### config.mk
export PLATFORM = sky130hd
export DESIGN_NAME = sha256_stream_feeder
export DESIGN_NICKNAME = d
export VERILOG_FILES = /design/src/rtl/sha256_pkg.sv /design/src/rtl/sha256_pad_word.sv /design/src/rtl/sha256_stream_feeder.sv
export SDC_FILE = /design/constraint.sdc
export NUM_CORES = 2
export LEC_CHECK = 0
export ABC_CLOCK_PERIOD_IN_PS = 8900
export BUFFER_PORTS_ARGS = -buffer_cell sky130_fd_sc_hd__buf_2
export CAP_MARGIN = 20
export CORE_AREA = 2 2 414 416
export DETAILED_ROUTE_END_ITERATION = 10
export DIE_AREA = 0 0 416 418
export GPL_TIMING_DRIVEN = 0
export PLACE_DENSITY = 0.4
export SYNTH_ARGS = -nofsm -noshare
export SYNTH_HDL_FRONTEND = slang
export SYNTH_HIERARCHICAL = 1
export SYNTH_SLANG_ARGS = --single-unit
### constraint.sdc
create_clock -name clk -period 8.9 [get_ports clk]
set_input_delay 1.78 -clock clk [delete_from_list [all_inputs] [get_ports clk]]
set_output_delay 1.78 -clock clk [all_outputs]
set_load 0.01 [all_outputs]
### src/rtl/sha256_pkg.sv
// Shared definitions for the SHA-256 stream feeder: FSM encoding, widths and
// padding constants.
package sha256_pkg;
    typedef enum logic [2:0] {
        ST_IDLE,
        ST_COLLECT,
        ST_PAD,
        ST_ISSUE,
        ST_WAIT
    } state_t;

    localparam int           SHA_BLOCK_W  = 512;
    localparam int           SHA_DIGEST_W = 256;
    localparam logic [7:0]   PAD_BYTE     = 8'h80;

    // Out-of-range byte counts on the last beat mean a full word.
    function automatic logic [2:0] norm_last_bytes(input logic [2:0] lb);
        return (lb == 3'd0 || lb > 3'd4) ? 3'd4 : lb;
    endfunction
endpackage

### src/rtl/sha256_pad_word.sv
// Final-word shaping: keeps the valid MSB-aligned bytes, zeroes the rest and
// drops the 0x80 pad marker right after the last valid byte.
module sha256_pad_word
    import sha256_pkg::*;
(
    input  logic [31:0] data,
    input  logic [2:0]  last_bytes,
    output logic [31:0] word
);
    always_comb begin
        word = data;
        case (last_bytes)
            3'd1:    word = {data[31:24], PAD_BYTE, 16'h0000};
            3'd2:    word = {data[31:16], PAD_BYTE, 8'h00};
            3'd3:    word = {data[31:8],  PAD_BYTE};
            default: word = data;
        endcase
    end
endmodule

### src/rtl/sha256_stream_feeder.sv
// Packs a big-endian word stream into padded 512-bit SHA-256 blocks and drives
// the core's init/next handshake one block at a time, capturing the digest.
module sha256_stream_feeder
    import sha256_pkg::*;
#(
    parameter int LEN_W = 64
) (
    input  logic                    clk,
    input  logic                    reset,
    input  logic                    s_valid,
    output logic                    s_ready,
    input  logic [31:0]             s_data,
    input  logic                    s_last,
    input  logic [2:0]              s_last_bytes,
    output logic                    busy,
    output logic [SHA_DIGEST_W-1:0] digest,
    output logic                    digest_valid,
    output logic                    core_init,
    output logic                    core_next,
    output logic                    core_mode,
    output logic [SHA_BLOCK_W-1:0]  core_block,
    input  logic                    core_ready,
    input  logic [SHA_DIGEST_W-1:0] core_digest,
    input  logic                    core_digest_valid
);
    localparam int CNT_W = LEN_W - 3;

    state_t           state;
    logic [0:15][31:0] blk;
    logic [3:0]       w;
    logic [4:0]       p;
    logic [CNT_W-1:0] byte_cnt;
    logic             first_blk, final_blk, need_len, pad_lead, wait_first;

    logic             beat;
    logic [3:0]       wi;
    logic [2:0]       lb;
    logic [31:0]      last_word;
    logic [CNT_W-1:0] cnt_base;
    logic [63:0]      len_field;

    assign beat       = s_valid & s_ready;
    assign wi         = (state == ST_IDLE) ? 4'd0 : w;
    assign lb         = norm_last_bytes(s_last_bytes);
    assign cnt_base   = (state == ST_IDLE) ? '0 : byte_cnt;
    assign len_field  = 64'({byte_cnt, 3'b000});
    assign core_mode  = 1'b1;
    assign core_block = blk;

    sha256_pad_word u_pad (
        .data       (s_data),
        .last_bytes (lb),
        .word       (last_word)
    );

    always_ff @(posedge clk) begin
        if (reset) begin
            state        <= ST_IDLE;
            blk          <= '0;
            w            <= '0;
            p            <= '0;
            byte_cnt     <= '0;
            first_blk    <= 1'b0;
            final_blk    <= 1'b0;
            need_len     <= 1'b0;
            pad_lead     <= 1'b0;
            wait_first   <= 1'b0;
            s_ready      <= 1'b0;
            busy         <= 1'b0;
            digest       <= '0;
            digest_valid <= 1'b0;
            core_init    <= 1'b0;
            core_next    <= 1'b0;
        end else begin
            core_init    <= 1'b0;
            core_next    <= 1'b0;
            digest_valid <= 1'b0;
            case (state)
                ST_IDLE, ST_COLLECT: begin
                    s_ready <= 1'b1;
                    if (beat) begin
                        if (state == ST_IDLE) begin
                            first_blk <= 1'b1;
                            busy      <= 1'b1;
                            final_blk <= 1'b0;
                            need_len  <= 1'b0;
                            pad_lead  <= 1'b0;
                        end
                        if (!s_last) begin
                            blk[wi]  <= s_data;
                            byte_cnt <= cnt_base + CNT_W'(4);
                            if (wi == 4'd15) begin
                                state   <= ST_ISSUE;
                                s_ready <= 1'b0;
                            end else begin
                                w     <= wi + 4'd1;
                                state <= ST_COLLECT;
                            end
                        end else begin
                            blk[wi]  <= last_word;
                            byte_cnt <= cnt_base + CNT_W'(lb);
                            if (lb == 3'd4) begin
                                // A message ending on a block boundary carries its
                                // 0x80 marker into the length-only block.
                                if (wi != 4'd15)
                                    blk[wi + 4'd1] <= {PAD_BYTE, 24'h0};
                                pad_lead <= (wi == 4'd15);
                                p        <= {1'b0, wi} + 5'd2;
                            end else begin
                                p <= {1'b0, wi} + 5'd1;
                            end
                            state   <= ST_PAD;
                            s_ready <= 1'b0;
                        end
                    end
                end
                ST_PAD: begin
                    for (int i = 0; i < 16; i++)
                        if (5'(i) >= p) blk[i] <= '0;
                    if (p <= 5'd14) begin
                        blk[14]   <= len_field[63:32];
                        blk[15]   <= len_field[31:0];
                        final_blk <= 1'b1;
                    end else begin
                        final_blk <= 1'b0;
                        need_len  <= 1'b1;
                    end
                    state <= ST_ISSUE;
                end
                ST_ISSUE: begin
                    if (core_ready) begin
                        if (first_blk) core_init <= 1'b1;
                        else           core_next <= 1'b1;
                        first_blk  <= 1'b0;
                        wait_first <= 1'b1;
                        state      <= ST_WAIT;
                    end
                end
                ST_WAIT: begin
                    // core_ready still shows the pre-pulse idle level for one cycle
                    if (wait_first) begin
                        wait_first <= 1'b0;
                    end else if (core_ready) begin
                        if (need_len) begin
                            blk       <= '0;
                            blk[0]    <= pad_lead ? {PAD_BYTE, 24'h0} : 32'h0;
                            blk[14]   <= len_field[63:32];
                            blk[15]   <= len_field[31:0];
                            final_blk <= 1'b1;
                            need_len  <= 1'b0;
                            state     <= ST_ISSUE;
                        end else if (final_blk) begin
                            if (core_digest_valid) begin
                                digest       <= core_digest;
                                digest_valid <= 1'b1;
                                busy         <= 1'b0;
                                s_ready      <= 1'b1;
                                state        <= ST_IDLE;
                            end
                        end else begin
                            w       <= '0;
                            s_ready <= 1'b1;
                            state   <= ST_COLLECT;
                        end
                    end
                end
                default: state <= ST_IDLE;
            endcase
        end
    end
endmodule
==> flow_metrics.env <==
export IMPL_outcome="finished, final reports clean"
export IMPL_clk_pin_slew_ns=0.06
export IMPL_antenna_found_initial=34
export IMPL_syn_nets=4143
export IMPL_worstMarginPinSlew_ns=1.20
export IMPL_worstSetupEndpointType="flop"
export IMPL_yosys_warnings=6
export IMPL_cts_tree="built"
export IMPL_drv_cap=0
export IMPL_async_flop_share_pct=0
export IMPL_slew_headroom_pct=17.6
export IMPL_yosysTopAreaCell="dfxtp_1"
export IMPL_hold_class="reg -> reg"
export IMPL_grt_pass1_vias=33349
export IMPL_cpMaxStageDelayCell="clkbuf_1"
export IMPL_path_max_fanout=10
export IMPL_die_w_um=416
export IMPL_drt_total_wl_um=220000
export IMPL_powerDensity_nw_per_um2=202
export IMPL_core_um2=169000
export IMPL_nets=5334
export IMPL_tns_ns=0
export IMPL_fillers=18551
export IMPL_leakage_nw=18.4
export IMPL_power_w=0.00918
export IMPL_setup_violations=0
export IMPL_synth_area_leaders="dfxtp_1 (51%), nand2_1 (7.7%), a22oi_1 (5.5%)"
export IMPL_worstPathArrival_ns=6.63
export IMPL_ir_drop_uv=138
export IMPL_startpoint_type="flop"
export IMPL_synth_top_area_share_pct=50.9
export IMPL_postCtsSetupRepairBufs=0
export IMPL_crit_chain="or3_1 -> clkbuf_1 -> clkbuf_1 -> clkbuf_1 -> nand2_1 -> inv_1 -> ha_1 -> clkbuf_1 -> clkbuf_1 -> nand2_1 -> a211oi_1 -> buf_2 -> clkbuf_1 -> nor2_1 -> a211oi_1"
export IMPL_synthTopCellsByCount="dfxtp_1 (851), nand2_1 (690), a21oi_1 (364)"
export IMPL_cts_resized=0
export IMPL_max_stage_delay_ns=0.75
export IMPL_hold_viol=0
export IMPL_final_max_slew_viol_count=0
export IMPL_muxShareOfSynthArea_pct=2.21
export IMPL_clock_latency_ns=0.75
export IMPL_switching_share_pct=26.8
export IMPL_seq_area_frac_synth_pct=50.9
export IMPL_postSynthAreaPerCell_um2=8.73
export IMPL_start_util_pct=19.8
export IMPL_rsz0062_at_grt="no"
export IMPL_rows=151
export IMPL_cp_common_cell="clkbuf_1"
export IMPL_timing_fmax_mhz=166
export IMPL_multiInputGateArea_um2=15000
export IMPL_grt_usage_pct=24.0
export IMPL_stdcell_count=7336
export IMPL_ys_ff_latch=851
export IMPL_syn2layout_area_growth_pct=35.7
export IMPL_final_area_um2=45400
export IMPL_critPathRequiredTime_ns=9.50
export IMPL_synth_compound_area_share_pct=23.4
export IMPL_syn_area_um2=33400
export IMPL_pin_count=1071
export IMPL_drt_iter0_markers=3447
export IMPL_grt_pass1_wl_um=291000
export IMPL_drcViolationCount=0
export IMPL_yosys_most_used_dff="dfxtp_1"
export IMPL_place_inst=7136
export IMPL_fin_util_pct=26.8
export IMPL_cts_root_buf="clkbuf_16"
export IMPL_dpl_hpwl_um=174000
export IMPL_fin_crit_sh_pct=67.7
export IMPL_combPwrFrac_pct=8.2
export IMPL_cts_sinks=851
export IMPL_worst_setup_path_type="reg -> reg"
export IMPL_synth_distinct_cells=85
export IMPL_clockBufferDepth=3
export IMPL_grt_max_degree=15
export IMPL_yosys_area_share_simple_pct=17.3
export IMPL_cts_hold_buf=0
export IMPL_synth_most_common_cell="dfxtp_1"
export IMPL_drt_wirelength_per_cell_um=30.0
export IMPL_skew_ns=0.0494
export IMPL_switchingPower_w=0.00246
export IMPL_antenna_left=0
export IMPL_synthAdderAreaFrac_pct=0.546
export IMPL_synth_top_family_by_area="compound AO/OA/AOI/OAI gates"
export IMPL_via_per_inst=4.87
export IMPL_via_count=35740
export IMPL_h_tree_depth=3
export IMPL_synth_edf_count=0
export IMPL_grt_ovfl_total=0
export IMPL_die_y_um=418
export IMPL_ff_latch_area_um2=17000
export IMPL_cts_inserted_buffers=103
export IMPL_netlist_instances=3832
export IMPL_internal_power_w=0.00672
export IMPL_final_min_clock_period_ns=6.03
export IMPL_place_area_um2=41800
export IMPL_die_area_um2=174000
export IMPL_gp_congestion=0.943
export IMPL_port_buffers=1068
export IMPL_yosys_area_share_xor_xnor_pct=1.33
export IMPL_seq_power_share_pct=42.0
export IMPL_drt_pass1_iterations=8
export IMPL_drive_above_1_share_pct=27.0
export IMPL_clkPwrFrac_pct=49.7
## cell usage in the layout, fill, tap and decap left out, types with 13 or more instances in the layout
cell and count:
nor3_1 38, clkbuf_8 25, clkbuf_16 104, xor2_1 24, buf_4 18, nor2_1 349, nand2_1 690, and3_1 22
ha_1 13, clkbuf_1 267, a31oi_1 43, mux2_2 31, inv_1 14, nor4_1 16, dfxtp_1 851, nor2b_1 25
buf_1 21, a222oi_1 28, diode_2 13, xnor2_1 25, a21oi_1 364, clkinv_2 17, nand3_1 52, o2bb2ai_1 188
mux2i_1 39, and2_1 26, nand4_1 40, a211oi_1 33, buf_2 1117, a22oi_1 245, a2bb2oi_1 20, o21ai_0 161
## flip-flops by register name (all words and copies together), names as in the netlist, 3 cells and up, named ones only
register,cells
byte_cnt,61
core_block,450
digest,256
p,5
state,3
w,4
## path summary, 6_finish.rpt
kind                    start     endpoint  slack (ns)  depth (start not counted)
hold / removal    digest[107]  digest[107]        0.45                          2
setup / recovery     state[2]         flop        2.87                         15
setup reg to reg     state[2]         flop        2.87                         15
hold reg to reg   digest[107]  digest[107]        0.45                          2
## kinds of logic (layout without fill, tap and decap cells)
| group | after synthesis | count (layout) |
|---|---|---|
| and+or+nand+nor | 1332 | 1332 |
| xor gates and xnor gates | 50 | 50 |
| AOI/OAI and AO/OA | 1171 | 1171 |
| muxes | 70 | 70 |
| buffers and inverters | 343 | 1616 |
| DFF | 851 | 851 |
| adders and majority gates | 14 | 14 |
| other | 1 | 14 |
## area by class of cell
type / count / area share (%)
clock inverters: 37 / 1.23
well taps: 2218 / 6.11
plain buffers: 328 / 2.99
repair buffers: 1086 / 12.1
multi-input cells: 2638 / 33.1
diodes: 13 / 0.0717
inverters: 15 / 0.124
flip-flops and latches: 851 / 37.5
clock buffers: 150 / 6.67
## worst max-delay path, delay by kind of cell, from the launching register on
kind            cells  cell delay, ns
simple gates        4            0.79
fa+ha+maj           1            0.18
flops               1            0.43
buf+inv             8            3.81
compound gates      2            0.70
## through the flow
stage / worst slack [ns] / hold WS (ns)
finish: 2.87 / 0.452
global route: 2.75 / 0.467
CTS: 3.01 / 0.453
detailed placement: 2.65 / 0.441
global placement: 1.74 / 0.441
floorplan: 3.66 / 0.401
## layer usage
layer  wire length [µm]  vias to the layer above  track usage, %
met2             102000                     1532            38.5
met3              18300                      283            6.84
met1              92200                    17835            30.7
met5                 39                        -               0
met4               7630                        6            8.15
li1                   -                    16084               -
## power groups by stage
stage          registers (W)  logic (W)  clock network (W)
6_report             0.00386   0.000757            0.00457
5_1_grt              0.00386   0.000797            0.00479
4_1_cts              0.00385   0.000761            0.00465
3_5_place_dp         0.00394   0.000758                  0
3_3_place_gp         0.00394   0.000751                  0
2_1_floorplan        0.00394   0.000304                  0
No activity file was read; power rests on OpenSTA's default activity.
